### config.mk
export PLATFORM = sky130hd
export DESIGN_NAME = uart_cmd_host
export DESIGN_NICKNAME = d
export VERILOG_FILES = /design/src/rtl/uart_cmd_host.sv
export SDC_FILE = /design/constraint.sdc
export NUM_CORES = 1
export LEC_CHECK = 0
export ABC_CLOCK_PERIOD_IN_PS = 6900
export CAP_MARGIN = 20
export CORE_MARGIN = 10
export CORE_UTILIZATION = 59
export DETAILED_ROUTE_END_ITERATION = 10
export GPL_ROUTABILITY_DRIVEN = 0
export PLACE_DENSITY = 0.85
export SETUP_SLACK_MARGIN = 0.05
export SYNTH_ARGS = -nofsm -noshare
export SYNTH_HDL_FRONTEND = slang
export SYNTH_SLANG_ARGS = --single-unit
### constraint.sdc
create_clock -name clk_i -period 6.9 [get_ports clk_i]
set_clock_uncertainty 0.1 [all_clocks]
set_input_delay 1.725 -clock clk_i [delete_from_list [all_inputs] [get_ports clk_i]]
set_output_delay 1.725 -clock clk_i [all_outputs]
set_load 0.02 [all_outputs]
### src/rtl/uart_cmd_host.sv
// Host-side command engine: parses ASCII hex read/write commands from the RX FIFO,
// drives a simple register bus and returns an ASCII response through the TX FIFO.
module uart_cmd_host #(
    parameter int unsigned TIMEOUT_CYCLES = 100_000_000
) (
    input  logic       clk_i,
    input  logic       reset_ni,
    input  logic       rx_empty_i,
    input  logic [7:0] rx_data_i,
    output logic       rx_en_o,
    input  logic       tx_full_i,
    output logic       tx_en_o,
    output logic [7:0] tx_data_o,
    output logic [7:0] reg_addr_o,
    output logic [7:0] reg_wdata_o,
    output logic       reg_we_o,
    input  logic [7:0] reg_rdata_i,
    output logic       busy_o
);

    typedef enum logic [3:0] {
        StIdle, StAddrHi, StAddrLo, StDataHi, StDataLo, StEol, StErr, StExec, StResp
    } state_e;

    typedef enum logic [1:0] {RespRead, RespWrite, RespErr} resp_e;

    localparam logic [7:0] ChCr = 8'h0D;
    localparam logic [7:0] ChLf = 8'h0A;

    // {valid, nibble}
    function automatic logic [4:0] hex_decode(input logic [7:0] c);
        if (c >= 8'h30 && c <= 8'h39) return {1'b1, c[3:0]};
        if ((c >= 8'h41 && c <= 8'h46) || (c >= 8'h61 && c <= 8'h66)) begin
            return {1'b1, c[3:0] + 4'd9};
        end
        return 5'b0;
    endfunction

    function automatic logic [7:0] hex_ascii(input logic [3:0] n);
        return (n < 4'd10) ? (8'h30 + {4'h0, n}) : (8'h37 + {4'h0, n});
    endfunction

    state_e      state_q, state_d;
    resp_e       resp_q, resp_d;
    logic        is_write_q, is_write_d;
    logic [7:0]  addr_q, addr_d;
    logic [7:0]  wdata_q, wdata_d;
    logic [7:0]  rdata_q, rdata_d;
    logic [1:0]  idx_q, idx_d;
    logic [31:0] to_cnt_q, to_cnt_d;

    logic       parsing, accepting, pop, push, is_hex, is_cr, is_lf, cmd_r, cmd_w;
    logic       timeout_hit, resp_done;
    logic [3:0] nib;

    assign parsing   = (state_q == StAddrHi) || (state_q == StAddrLo) ||
                       (state_q == StDataHi) || (state_q == StDataLo) || (state_q == StEol);
    assign accepting = parsing || (state_q == StIdle) || (state_q == StErr);
    assign pop       = accepting && !rx_empty_i;
    assign push      = (state_q == StResp) && !tx_full_i;
    assign {is_hex, nib} = hex_decode(rx_data_i);
    assign is_cr     = (rx_data_i == ChCr);
    assign is_lf     = (rx_data_i == ChLf);
    assign cmd_r     = (rx_data_i == 8'h52) || (rx_data_i == 8'h72);
    assign cmd_w     = (rx_data_i == 8'h57) || (rx_data_i == 8'h77);
    assign resp_done = push && (idx_q == ((resp_q == RespRead) ? 2'd3 : 2'd2));

    // Fires on the TIMEOUT_CYCLES-th consecutive idle cycle inside a partial command.
    assign timeout_hit = (TIMEOUT_CYCLES != 0) && parsing && !pop &&
                         (to_cnt_q == TIMEOUT_CYCLES - 1);

    always_ff @(posedge clk_i) begin
        if (!reset_ni) begin
            state_q <= StIdle;
        end else begin
            state_q <= state_d;
        end
    end

    always_comb begin
        state_d = state_q;
        unique case (state_q)
            StIdle: begin
                if (pop) begin
                    if (cmd_r || cmd_w)       state_d = StAddrHi;
                    else if (!is_cr && !is_lf) state_d = StErr;
                end
            end
            StAddrHi: if (pop) state_d = is_hex ? StAddrLo : StErr;
            StAddrLo: if (pop) state_d = !is_hex ? StErr : (is_write_q ? StDataHi : StEol);
            StDataHi: if (pop) state_d = is_hex ? StDataLo : StErr;
            StDataLo: if (pop) state_d = is_hex ? StEol : StErr;
            StEol:    if (pop) state_d = is_cr ? StExec : StErr;
            StErr:    if (pop && is_cr) state_d = StResp;
            StExec:   state_d = StResp;
            StResp:   if (resp_done) state_d = StIdle;
            default:  state_d = StIdle;
        endcase
        if (timeout_hit) state_d = StIdle;
    end

    always_comb begin
        is_write_d = is_write_q;
        addr_d     = addr_q;
        wdata_d    = wdata_q;
        rdata_d    = rdata_q;
        resp_d     = resp_q;
        idx_d      = 2'd0;
        to_cnt_d   = (parsing && !pop && !timeout_hit) ? to_cnt_q + 32'd1 : 32'd0;
        if (pop && is_hex) begin
            if (state_q == StAddrHi) addr_d[7:4]  = nib;
            if (state_q == StAddrLo) addr_d[3:0]  = nib;
            if (state_q == StDataHi) wdata_d[7:4] = nib;
            if (state_q == StDataLo) wdata_d[3:0] = nib;
        end
        if (state_q == StIdle && pop && (cmd_r || cmd_w)) is_write_d = cmd_w;
        if (state_q == StErr && pop && is_cr) resp_d = RespErr;
        if (state_q == StExec) begin
            rdata_d = reg_rdata_i;
            resp_d  = is_write_q ? RespWrite : RespRead;
        end
        if (state_q == StResp) idx_d = push ? idx_q + 2'd1 : idx_q;
    end

    always_ff @(posedge clk_i) begin
        if (!reset_ni) begin
            resp_q     <= RespErr;
            is_write_q <= 1'b0;
            addr_q     <= 8'h00;
            wdata_q    <= 8'h00;
            rdata_q    <= 8'h00;
            idx_q      <= 2'd0;
            to_cnt_q   <= 32'd0;
        end else begin
            resp_q     <= resp_d;
            is_write_q <= is_write_d;
            addr_q     <= addr_d;
            wdata_q    <= wdata_d;
            rdata_q    <= rdata_d;
            idx_q      <= idx_d;
            to_cnt_q   <= to_cnt_d;
        end
    end

    always_comb begin
        rx_en_o     = pop;
        tx_en_o     = push;
        reg_we_o    = (state_q == StExec) && is_write_q;
        reg_addr_o  = addr_q;
        reg_wdata_o = wdata_q;
        busy_o      = (state_q != StIdle);
        tx_data_o   = 8'h00;
        if (state_q == StResp) begin
            if (resp_q == RespRead) begin
                case (idx_q)
                    2'd0:    tx_data_o = hex_ascii(rdata_q[7:4]);
                    2'd1:    tx_data_o = hex_ascii(rdata_q[3:0]);
                    2'd2:    tx_data_o = ChCr;
                    default: tx_data_o = ChLf;
                endcase
            end else begin
                case (idx_q)
                    2'd0:    tx_data_o = (resp_q == RespWrite) ? 8'h4B : 8'h3F;
                    2'd1:    tx_data_o = ChCr;
                    2'd2:    tx_data_o = ChLf;
                    default: tx_data_o = 8'h00;
                endcase
            end
        end
    end

endmodule

==> impl_metrics.json <==
{
  "vias_per_cell": 5.75,
  "dpl.cell_count": 546,
  "htree_levels": 3,
  "rsz0062_at_grt": "no",
  "combPwrFrac_pct": 22.5,
  "antenna_left": 0,
  "synth_top_cell_area_share_pct": 36.3,
  "async_flop_share_pct": 0,
  "clk_pin_slew_worst_paths_ns": 0.07,
  "fin_total_pwr_mw": 0.975,
  "syn_nets": 471,
  "cts_hold_buf": 0,
  "ys.flop_type": "dfxtp_1",
  "maxSlewHeadroom_pct": 36.3,
  "fin_cells": 563,
  "final.setup.tns_ns": 0,
  "seq_area_frac_synth_pct": 36.3,
  "p_sw_mw": 0.310,
  "start_kind": "input port",
  "worstMarginPinSlew_ns": 0.953,
  "layout_common_cells": "dfxtp_1, nor2_1, nand2_1",
  "numPortBuffers": 46,
  "vias": 3237,
  "grt_pass1_wl_microns": 14200,
  "drt_iter0_drc": 199,
  "antenna_found_initial": 0,
  "cts_tree": "yes",
  "yosysTopAreaCell": "dfxtp_1",
  "syn_area_sq_mm": 0.00358,
  "synth_enable_flop_cells": 0,
  "period_minus_slack_ns": 5.07,
  "setup_viol": 0,
  "rows": 28,
  "ys_types": 53,
  "leakagePower_nw": 1.50,
  "status": "finished clean",
  "grt_max_degree": 33,
  "clkPwrFrac_pct": 35.0,
  "fmax_mhz": 197,
  "ctsResizeCount": 0,
  "synth-seq-cells": 65,
  "core_area_sq_mm": 0.00592,
  "pwr-share-seq_pct": 42.5,
  "p_int_mw": 0.665,
  "clk_latency_ns": 0.35,
  "power_density_mw_per_mm2": 227,
  "cts_root_buffer": "clkbuf_8",
  "ir_drop_mv": 0.158,
  "die_area_sq_mm": 0.00959,
  "drc": 0,
  "ys_top_cells_by_area": "dfxtp_1, nor2_1, xnor2_1",
  "grt_pass1_vias": 3121,
  "die_y_microns": 97.9,
  "overflow": 0,
  "n_antenna_cell": 0,
  "first_pass_iters": 4,
  "initial_core_util_pct": 60.5,
  "cts.sinks": 65,
  "cts_setup_buffers": 0,
  "min_path_type": "reg2reg",
  "num_io_pins": 48,
  "endpoint_kind": "output pin",
  "stdcell_area_sq_mm": 0.00429,
  "area_growth_pct": 19.9,
  "critPathRequiredTime_ns": 5.08,
  "hpwl_microns": 6120,
  "drive_above_1_share_pct": 4.71,
  "clockBufferDepth": 2,
  "switching_share_pct": 31.8,
  "ys_warn_count": 0,
  "final_nets": 514,
  "synth_cells": 440,
  "maxCapViolations": 0,
  "synth_area_per_cell_sq_um": 8.14,
  "final_common_cell": "dfxtp_1",
  "placed_area_sq_mm": 0.00407,
  "drv_slew": 0,
  "cts_buffers": 9,
  "crit_type": "in2out",
  "final-hold-violation-count": 0,
  "wire_per_inst_microns": 15.0,
  "dieWidth_microns": 97.9,
  "totalWireLength_microns": 8460,
  "cp_data_arrival_time_ns": 3.24,
  "grtUsageTotal_pct": 17.2,
  "crit_fanout": 6,
  "utilization_pct": 72.5,
  "fin_crit_sh_pct": 73.4
}
## synthesized netlist by cell type (all sizes together), types with 3 or more instances
| master | n |
|---|---|
| dfxtp | 65 |
| nor2 | 57 |
| nand2 | 48 |
| inv | 25 |
| xnor2 | 24 |
| nor2b | 21 |
| nand3 | 20 |
| mux2i | 18 |
| a21oi | 15 |
| nor3 | 14 |
| o21ai | 14 |
| clkbuf | 11 |
| ha | 11 |
| xor2 | 11 |
| a21boi | 10 |
| nor4 | 9 |
| or3 | 8 |
| and3 | 5 |
| nand4 | 5 |
| buf | 4 |
| or4 | 4 |
| a311oi | 3 |
| a31oi | 3 |
| nand2b | 3 |
## critical path: stages
cell and delay (ns):
clkdlybuf4s50_1 0.53, a311oi_1 0.32, clkdlybuf4s50_1 0.67
## layout make-up
type	count	area, sq um
Inverter	25	93.8
Fill cell	433	1630
Clock inverter	5	62.6
Clock buffer	11	151
Multi-Input combinational cell	335	2120
Sequential cell	65	1300
Tap cell	75	93.8
Timing Repair Buffer	47	475
## path summary, 6_finish.rpt
path	startpoint	end	slack, ns	cells past startpoint
min	to_cnt_q[0]	to_cnt_q[0]	0.35	1
max reg2reg	to_cnt_q[12]	to_cnt_q[29]	4.15	6
max	rx_empty_i	rx_en_o	1.83	3
min reg2reg	to_cnt_q[0]	to_cnt_q[0]	0.35	1
## cell families after synthesis
group | share of synthesized area (%)
compound gates | 13.2
xor+xnor | 8.56
fa+ha+maj | 3.84
buf+inv | 4.61
flops | 36.3
mux | 5.34
other cells | 0.105
simple gates | 28.0
## registers in the layout, summed over array words and instances, names as in the netlist
signal	cells
idx_q	2
is_write_q	1
rdata_q	8
reg_addr_o	8
reg_wdata_o	8
resp_q	2
state_q	4
to_cnt_q	32
## power groups by stage
stage | clock network, mW | logic, mW | registers, mW
2_1_floorplan | 0 | 0.161 | 0.400
4_1_cts | 0.347 | 0.213 | 0.413
3_5_place_dp | 0 | 0.210 | 0.421
6_report | 0.342 | 0.219 | 0.414
3_3_place_gp | 0 | 0.207 | 0.422
5_1_grt | 0.361 | 0.235 | 0.416
## per-stage QoR
step | hold slack [ns] | setup WS [ns]
after CTS | 0.352 | 1.83
final | 0.354 | 1.83
after global routing | 0.375 | 1.77
after global placement | 0.328 | 1.86
after detailed placement | 0.341 | 1.83
after floorplan | 0.317 | 2.74
## metal layers
layer / share of wire (%) / routed length (microns) / track usage [%]
met2: 49 / 4120 / 28.6
met1: 43 / 3660 / 19.5
met4: 1.6 / 135 / 6.15
met3: 6.4 / 541 / 6.48
met5: 0 / 0 / 0
Note: power is estimated with default switching activity, not from simulation.
